## config.mk

```make
export PLATFORM = sky130hd
export DESIGN_NAME = image_loader
export DESIGN_NICKNAME = d
export VERILOG_FILES = /design/src/rtl/image_pkg.sv /design/src/rtl/img_addr_counter.sv /design/src/rtl/image_loader.sv
export SDC_FILE = /design/constraint.sdc
export NUM_CORES = 1
export LEC_CHECK = 0
export CAP_MARGIN = 20
export CORE_ASPECT_RATIO = 1.25
export CORE_MARGIN = 2
export CORE_UTILIZATION = 35
export DETAILED_ROUTE_END_ITERATION = 8
export DONT_BUFFER_PORTS = 1
export HOLD_SLACK_MARGIN = 0.1
export PLACE_DENSITY_LB_ADDON = 0.15
export SLEW_MARGIN = 20
export SYNTH_ARGS = -nofsm -noshare
export SYNTH_HDL_FRONTEND = slang
export SYNTH_SLANG_ARGS = --single-unit
```

## constraint.sdc

```tcl
create_clock -name clk -period 2.4 [get_ports clk]
set_input_delay 0.6 -clock clk [delete_from_list [all_inputs] [get_ports clk]]
set_output_delay 0.6 -clock clk [all_outputs]
set_load 0.005 [all_outputs]
```

## src/rtl/image_pkg.sv

```systemverilog
// Shared types and defaults for the image loader and its address counter.
package image_pkg;

    localparam int unsigned PIX_W  = 8;
    localparam int unsigned ADDR_W = 32;
    localparam int unsigned CNT_W  = 12;

    localparam int unsigned          DEF_IMG_W     = 64;
    localparam int unsigned          DEF_IMG_H     = 64;
    localparam logic [ADDR_W-1:0]    DEF_BASE_ADDR = 32'h0000_0000;

    typedef enum logic [1:0] {
        ST_IDLE  = 2'd0,
        ST_LOAD  = 2'd1,
        ST_FLUSH = 2'd2,
        ST_DONE  = 2'd3
    } state_e;

endpackage

```

## src/rtl/img_addr_counter.sv

```systemverilog
// Raster row/column tracker with an incrementally formed byte address.
module img_addr_counter
    import image_pkg::*;
#(
    parameter int unsigned       IMG_W     = DEF_IMG_W,
    parameter int unsigned       IMG_H     = DEF_IMG_H,
    parameter logic [ADDR_W-1:0] BASE_ADDR = DEF_BASE_ADDR
) (
    input  logic              clk,
    input  logic              rst_n,
    input  logic              clr,
    input  logic              adv,
    output logic [ADDR_W-1:0] addr,
    output logic              last_c
);

    localparam logic [CNT_W-1:0] COL_MAX = CNT_W'(IMG_W - 1);
    localparam logic [CNT_W-1:0] ROW_MAX = CNT_W'(IMG_H - 1);

    logic [CNT_W-1:0]  col_q, col_d;
    logic [CNT_W-1:0]  row_q, row_d;
    logic [ADDR_W-1:0] addr_q, addr_d;

    assign addr   = addr_q;
    assign last_c = (col_q == COL_MAX) && (row_q == ROW_MAX);

    // Next position: clear to pixel (0,0) or step one pixel in raster order.
    always_comb begin
        col_d  = col_q;
        row_d  = row_q;
        addr_d = addr_q;
        if (clr) begin
            col_d  = '0;
            row_d  = '0;
            addr_d = BASE_ADDR;
        end else if (adv) begin
            addr_d = addr_q + ADDR_W'(1);
            if (col_q == COL_MAX) begin
                col_d = '0;
                row_d = (row_q == ROW_MAX) ? '0 : row_q + CNT_W'(1);
            end else begin
                col_d = col_q + CNT_W'(1);
            end
        end
    end

    // Position registers.
    always_ff @(posedge clk or negedge rst_n) begin
        if (!rst_n) begin
            col_q  <= '0;
            row_q  <= '0;
            addr_q <= BASE_ADDR;
        end else begin
            col_q  <= col_d;
            row_q  <= row_d;
            addr_q <= addr_d;
        end
    end

endmodule

```

## src/rtl/image_loader.sv

```systemverilog
// Streams a raster image from a valid/ready source into byte-wide data memory
// while holding the processor off.
module image_loader
    import image_pkg::*;
#(
    parameter int unsigned       IMG_W     = DEF_IMG_W,
    parameter int unsigned       IMG_H     = DEF_IMG_H,
    parameter logic [ADDR_W-1:0] BASE_ADDR = DEF_BASE_ADDR
) (
    input  logic              clk,
    input  logic              rst_n,
    input  logic              start,
    input  logic              s_valid,
    input  logic [PIX_W-1:0]  s_data,
    output logic              s_ready,
    output logic              mem_we,
    output logic [ADDR_W-1:0] mem_addr,
    output logic [PIX_W-1:0]  mem_din,
    output logic              cpu_hold,
    output logic              busy,
    output logic              done
);

    state_e             state_q, state_d;
    logic               s_ready_q, s_ready_d;
    logic               mem_we_q, mem_we_d;
    logic [ADDR_W-1:0]  mem_addr_q, mem_addr_d;
    logic [PIX_W-1:0]   mem_din_q, mem_din_d;
    logic               cpu_hold_q, cpu_hold_d;
    logic               busy_q, busy_d;
    logic               done_q, done_d;

    logic               xfer_c;
    logic               cnt_clr_c;
    logic               cnt_last_c;
    logic [ADDR_W-1:0]  cnt_addr;

    // s_ready_q is high exactly while in LOAD, so this is the handshake.
    assign xfer_c    = (state_q == ST_LOAD) && s_valid;
    assign cnt_clr_c = (state_q == ST_IDLE) && start;

    img_addr_counter #(
        .IMG_W     (IMG_W),
        .IMG_H     (IMG_H),
        .BASE_ADDR (BASE_ADDR)
    ) u_cnt (
        .clk    (clk),
        .rst_n  (rst_n),
        .clr    (cnt_clr_c),
        .adv    (xfer_c),
        .addr   (cnt_addr),
        .last_c (cnt_last_c)
    );

    // Next state, write pipeline stage and state-decoded outputs.
    always_comb begin
        state_d    = state_q;
        cpu_hold_d = cpu_hold_q;
        mem_we_d   = xfer_c;
        mem_addr_d = xfer_c ? cnt_addr : mem_addr_q;
        mem_din_d  = xfer_c ? s_data   : mem_din_q;

        case (state_q)
            ST_IDLE: begin
                if (start) begin
                    state_d    = ST_LOAD;
                    cpu_hold_d = 1'b1;
                end
            end
            ST_LOAD: begin
                if (xfer_c && cnt_last_c) begin
                    state_d = ST_FLUSH;
                end
            end
            ST_FLUSH: begin
                state_d    = ST_DONE;
                cpu_hold_d = 1'b0;
            end
            ST_DONE: begin
                state_d = ST_IDLE;
            end
            default: begin
                state_d = ST_IDLE;
            end
        endcase

        s_ready_d = (state_d == ST_LOAD);
        busy_d    = (state_d == ST_LOAD) || (state_d == ST_FLUSH);
        done_d    = (state_d == ST_DONE);
    end

    // State and output registers.
    always_ff @(posedge clk or negedge rst_n) begin
        if (!rst_n) begin
            state_q    <= ST_IDLE;
            s_ready_q  <= 1'b0;
            mem_we_q   <= 1'b0;
            mem_addr_q <= BASE_ADDR;
            mem_din_q  <= '0;
            cpu_hold_q <= 1'b1;
            busy_q     <= 1'b0;
            done_q     <= 1'b0;
        end else begin
            state_q    <= state_d;
            s_ready_q  <= s_ready_d;
            mem_we_q   <= mem_we_d;
            mem_addr_q <= mem_addr_d;
            mem_din_q  <= mem_din_d;
            cpu_hold_q <= cpu_hold_d;
            busy_q     <= busy_d;
            done_q     <= done_d;
        end
    end

    assign s_ready  = s_ready_q;
    assign mem_we   = mem_we_q;
    assign mem_addr = mem_addr_q;
    assign mem_din  = mem_din_q;
    assign cpu_hold = cpu_hold_q;
    assign busy     = busy_q;
    assign done     = done_q;

endmodule

```

# After elaboration in Yosys (flattened, before gate mapping)
# Index checks and enable logic that the tools add are counted.
# word_totals
reg_bits,103
# op_classes
addsub,3
n_eq_ne,9
muxes,14
reduce_logical,11
# ops
cell,count
$mux 12,7
$mux 32,2
$add 32x1->32 const B,1
$add 12x1->12 const B,2
$eq 12x6->1 const B,2
$eq 2x2->1 const B,4
$pmux 2 s4,1
$reduce_bool 2->1,3
$eq 2x1->1 const B,2
$logic_and 1x1->1,4
$mux 2,2
$reduce_and 2->1,2
$logic_not 2->1,1
$ne 2x2->1 const B,1
$pmux 1 s2,1
$logic_or 1x1->1,1
$mux 1,1

# Logic depth before layout (Yosys ltp)
# logic_depth
ltp_word,7
ltp_mapped,11

# Cells and area by module
# Synthesis repeated with hierarchy kept, for this count alone.
# unflattened
cells_unflattened,434
hier_area_um2,4979.8
# by_module_without_submodules
mod,instances,cells_per_inst,area_per_inst_um2
img_addr_counter,1,328,3057.9
image_loader,1,106,1921.8

# Worst setup path before layout
# Ideal clock, no wire load.
# synth_timing
path_kind,in2reg
startpoint,in s_valid
endpoint,reg busy_q (netlist: busy)
arrival_ns,1.856
required_time_ns,2.287
slack_ns,0.431
cell_stages,11
n_path_buf,2
path_cell_list,nand2_1 -> or2_1 -> buf_2 -> inv_1 -> and4_1 -> buf_2 -> nand2_1 -> nand2b_1 -> a21oi_1 -> ha_1 -> inv_1
# synth_via
elab_chain_len,6
elab_cells_between_ends,7
# synth_rtl
element,line,text
from (decl),image_loader.sv:13,"input logic s_valid,"
$logic_and 1x1->1 *,image_loader.sv:39,assign xfer_c = (state_q == ST_LOAD) && s_valid;
$logic_and 1x1->1 *,image_loader.sv:71,if (xfer_c && cnt_last_c) begin
$mux 2 *,image_loader.sv:71,
$pmux 2 s4 *,image_loader.sv:63,case (state_q)
net state_d[0],image_loader.sv:24,"state_e state_q, state_d;"
$eq 2x1->1 / $eq 2x2->1 (equally long branches),image_loader.sv:88,busy_d = (state_d == ST_LOAD) || (state_d == ST_FLUSH);
$logic_or 1x1->1 *,image_loader.sv:88,
net busy_d,image_loader.sv:30,"logic busy_q, busy_d;"
to (signal assigned),image_loader.sv:110,busy_q <= busy_d;
to (decl),image_loader.sv:30,
# Mark *: on every way through the listed nets, which the timed path passes. The rest lies on a longest branch.
# A chain may end at the register's enable or synchronous reset.

# Worst setup path in the final report
# layout_timing
startpoint,reg u_cnt.row_q[9]
endpoint,reg busy_q (netlist: busy)
# layout_via
elab_chain_len,7
elab_cells_between_ends,8
# layout_rtl
element,line,text
from (decl),img_addr_counter.sv:21,"logic [CNT_W-1:0] row_q, row_d;"
from (signal assigned),img_addr_counter.sv:55,row_q <= row_d;
$eq 12x6->1 *,img_addr_counter.sv:25,assign last_c = (col_q == COL_MAX) && (row_q == ROW_MAX);
$logic_and 1x1->1 *,img_addr_counter.sv:25,
$logic_and 1x1->1 *,image_loader.sv:71,
$mux 2 *,image_loader.sv:71,
$pmux 2 s4 *,image_loader.sv:63,
net state_d[0],image_loader.sv:24,
$eq 2x1->1 / $eq 2x2->1 (equally long branches),image_loader.sv:88,
$logic_or 1x1->1 *,image_loader.sv:88,
net busy_d,image_loader.sv:30,
# Marks and branches as above.

==> impl_metrics.csv <==
group,metric,value,unit
status,status,"complete, but fails checks",
status,failed_checks,"negative hold slack",
grt,use_met3,3.865,%
worst_setup_path,crit_path_start_kind,"register",
timing,post-route-period-util,88.74,%
route,ant_nets,0,
clock_tree,clock-sinks,103,
timing,whs,-52.90,ps
clock_tree,post_cts_buffers,0,
worst_setup_path,critPathMaxFanout,7,
worst_setup_path,critPathCaptureType,"register",
die,die_w,107.4,um
hold_path,worstHoldPathType,"in2async",
power_and_ir_drop,p_leak,0.002533,uW
logic_synthesis,ys_seq_area_share,55.12,%
placed_design,portBuffers,0,
clock_tree,cts_tree,"yes",
grt,antenna_found_initial,0,
logic_synthesis,syn_avg_cell_area,9.301,sq um
placed_design,dp_hpwl,6.422,mm
cells_and_area,final_area,5189,sq um
logic_synthesis,synthArstFlopShare,100.0,%
timing,fin_skew,9.887,ps
clock_tree,insertion_delay,340,ps
clock_tree,cts_resized,0,
route,via_count,3385,
route,wl_per_cell,14.35,um
die,coreArea,13170,sq um
logic_synthesis,ys_top_cells_by_area,"dfrtp_1, nand2_1, xor2_1",
logic_synthesis,synth_top_area_share,54.56,%
worst_setup_path,crit_path_top_delay_cell,"or4_4",
logic_synthesis,syn_inst,503,
logic_synthesis,yosysTopAreaCell,"dfrtp_1",
die,io_pins,57,
timing,tightestPinTransition,497.2,ps
route,route.detailed.drc,0,
timing,finalHoldViolCount,102,
clock_tree,cts_buffers,9,
logic_synthesis,netlist_area,4678,sq um
route,wl,9.758,mm
cells_and_area,fin_nets,520,
job,drv_cap,0,
timing,maxSlewHeadroom,66.60,%
clock_tree,clkSlewWorstSetupHoldPaths,70,ps
power_and_ir_drop,p_per_area,744.3,nW/um^2
die,rows,47,
placed_design,gp_congestion,0.8288,
logic_synthesis,synth_edf_count,0,
logic_synthesis,synth_nets,519,
clock_tree,cts_max_path_buffers,2,
worst_setup_path,crit_chain,"or4_4, nor4_4, nand2_1, nand2b_1, a21oi_1, ha_1, inv_1",
logic_synthesis,yosysUniqueCellTypes,44,
grt,gr-usage-met2,23.98,%
worst_setup_path,critPathRequiredTime,2650,ps
worst_setup_path,arrival,2380,ps
cells_and_area,insertedDiodeCount,0,
die,die_y,133.3,um
grt,grt_pass1_vias,3358,
route,drt_iter0_drc,165,
power_and_ir_drop,p_total,3862,uW
logic_synthesis,synth_ff_type,"dfrtp_1",
logic_synthesis,ys_seq_elements,103,
grt,use_met1,18.01,%
logic_synthesis,ys_warn_count,0,
timing,final-setup-viol-count,0,
worst_setup_path,crit_type,"reg2reg",
power_and_ir_drop,vdd_drop_max,0.0003325,V
timing,max_freq,0.4695,GHz
timing,fin_ws,270.3,ps
cells_and_area,area_growth,10.91,%
grt,global_route.peak_usage_layer,"met2",
die,initial_core_util,35.51,%
worst_setup_path,max_stage_delay,560,ps
placed_design,place_ws,270.0,ps
die,dieArea,14310,sq um
clock_tree,ctsHtreeMaxLevel,3,
timing,slew_violations,0,
route,vias_per_cell,4.978,
timing,period_needed,2130,ps
placed_design,placed_cell_area,4882,sq um
grt,grt.overflow.total,0,
timing,setup_tns,0,ps
worst_setup_path,cp_top_family,"simple AND/OR/NAND/NOR gates",
grt,grt_start_max_net_pins,104,
grt,grt_pass1_wl,16.58,mm
route,first_pass_iters,4,
timing,rsz0062_at_grt,"false",
clock_tree,cts-root-buf,"clkbuf_16",
cells_and_area,drive_gt1_share,6.876,%
worst_setup_path,path_buf_inv,1,
grt,gr-usage-all-layers,14.52,%
## sequential cells by signal, indices dropped and copies added, names as in the netlist, 2 cells and up
signal       count
mem_addr        32
mem_din          8
state_q          2
u_cnt.addr      32
u_cnt.col_q     12
u_cnt.row_q     12
## stage by stage
stage | util [%] | cells
after floorplan | - | 503
after global placement | 37.06 | 664
after detailed placement | 37.06 | 664
after CTS | 39.39 | 680
after global routing | 39.39 | 680
final | 39.39 | 680
## area by class of cell
| type | count | area (sq um) |
|---|---|---|
| Fill cell | 1339 | 7984 |
| Sequential cell | 103 | 2579 |
| Multi-Input combinational cell | 371 | 1984 |
| Clock buffer | 15 | 297.8 |
| Tap cell | 171 | 214.0 |
| Timing Repair Buffer | 9 | 67.56 |
| Inverter | 10 | 37.54 |
| Clock inverter | 1 | 8.758 |
## power breakdown
group | total [uW] | switching [uW] | internal [uW] | leakage [uW]
combinational | 334 | 189 | 145 | 0.00101
clock | 1470 | 620 | 848 | 0.000152
sequential | 2060 | 169 | 1890 | 0.00137
total | 3860 | 979 | 2880 | 0.00253
## Yosys cell counts (2+ instances only)
| cell type | n |
|---|---|
| dfrtp_1 | 102 |
| xnor2_1 | 10 |
| and3_1 | 11 |
| nand2_1 | 157 |
| nor4_1 | 5 |
| o31ai_1 | 3 |
| nor2_1 | 50 |
| a21oi_1 | 10 |
| buf_2 | 4 |
| nor4_4 | 2 |
| a22o_1 | 2 |
| buf_1 | 6 |
| nor3_1 | 8 |
| ha_1 | 4 |
| nand3_2 | 2 |
| and2_1 | 4 |
| a31oi_1 | 3 |
| o21ai_0 | 10 |
| nand4_1 | 24 |
| or3_1 | 4 |
| and4_1 | 4 |
| clkbuf_1 | 8 |
| nand3_1 | 11 |
| inv_1 | 10 |
| nand2b_1 | 3 |
| xor2_1 | 26 |
| mux2i_1 | 3 |
## placed cells by master (no fill, tap or decap), types with 3 or more instances in the layout
cell type	n
a31oi_1	3
inv_1	10
nand3_1	11
nand4_1	24
and4_1	4
clkbuf_8	5
or3_1	4
o21ai_0	10
o31ai_1	3
nand2b_1	3
and3_1	11
nor2_1	49
clkbuf_16	9
xnor2_1	10
and2_1	4
ha_1	4
nor3_1	8
buf_4	9
mux2i_1	3
nor4_1	5
nand2_1	157
xor2_1	26
dfrtp_1	102
a21oi_1	10
## final timing paths
kind / start / endpoint / slack [ps] / depth (start not counted)
worst min register to register: cpu_hold / cpu_hold / 480 / 2
worst max-delay path: u_cnt.row_q[9] / busy / 270 / 7
worst max register to register: u_cnt.row_q[9] / busy / 270 / 7
max in group asynchronous: rst_n / cpu_hold / 2250 / 0
min in group clk: s_data[2] / mem_din[2] / 360 / 2
worst min-delay path: rst_n / mem_addr[10] / -50 / 0
## metal layers
layer	wire, um	vias up
li1	-	1682
met1	4424	1643
met2	4725	48
met3	423	12
met4	184	0
met5	0	-
## worst reg2reg max path, cell delays in order (launching register included)
cell and delay (ps):
dfrtp_1 430, or4_4 560, nor4_4 460, nand2_1 90, nand2b_1 90, a21oi_1 90
ha_1 290, inv_1 30
## logic make-up (layout without fill, tap and decap cells)
group,count (synthesis),after routing,synth area share (%)
compound gates,34,34,4.386
xor+xnor,36,36,6.740
flops,103,103,55.12
buf+inv,29,35,2.514
mux,3,3,0.6419
simple gates,294,294,29.53
fa+ha+maj,4,4,1.070
No activity file was read; power rests on OpenSTA's default activity.
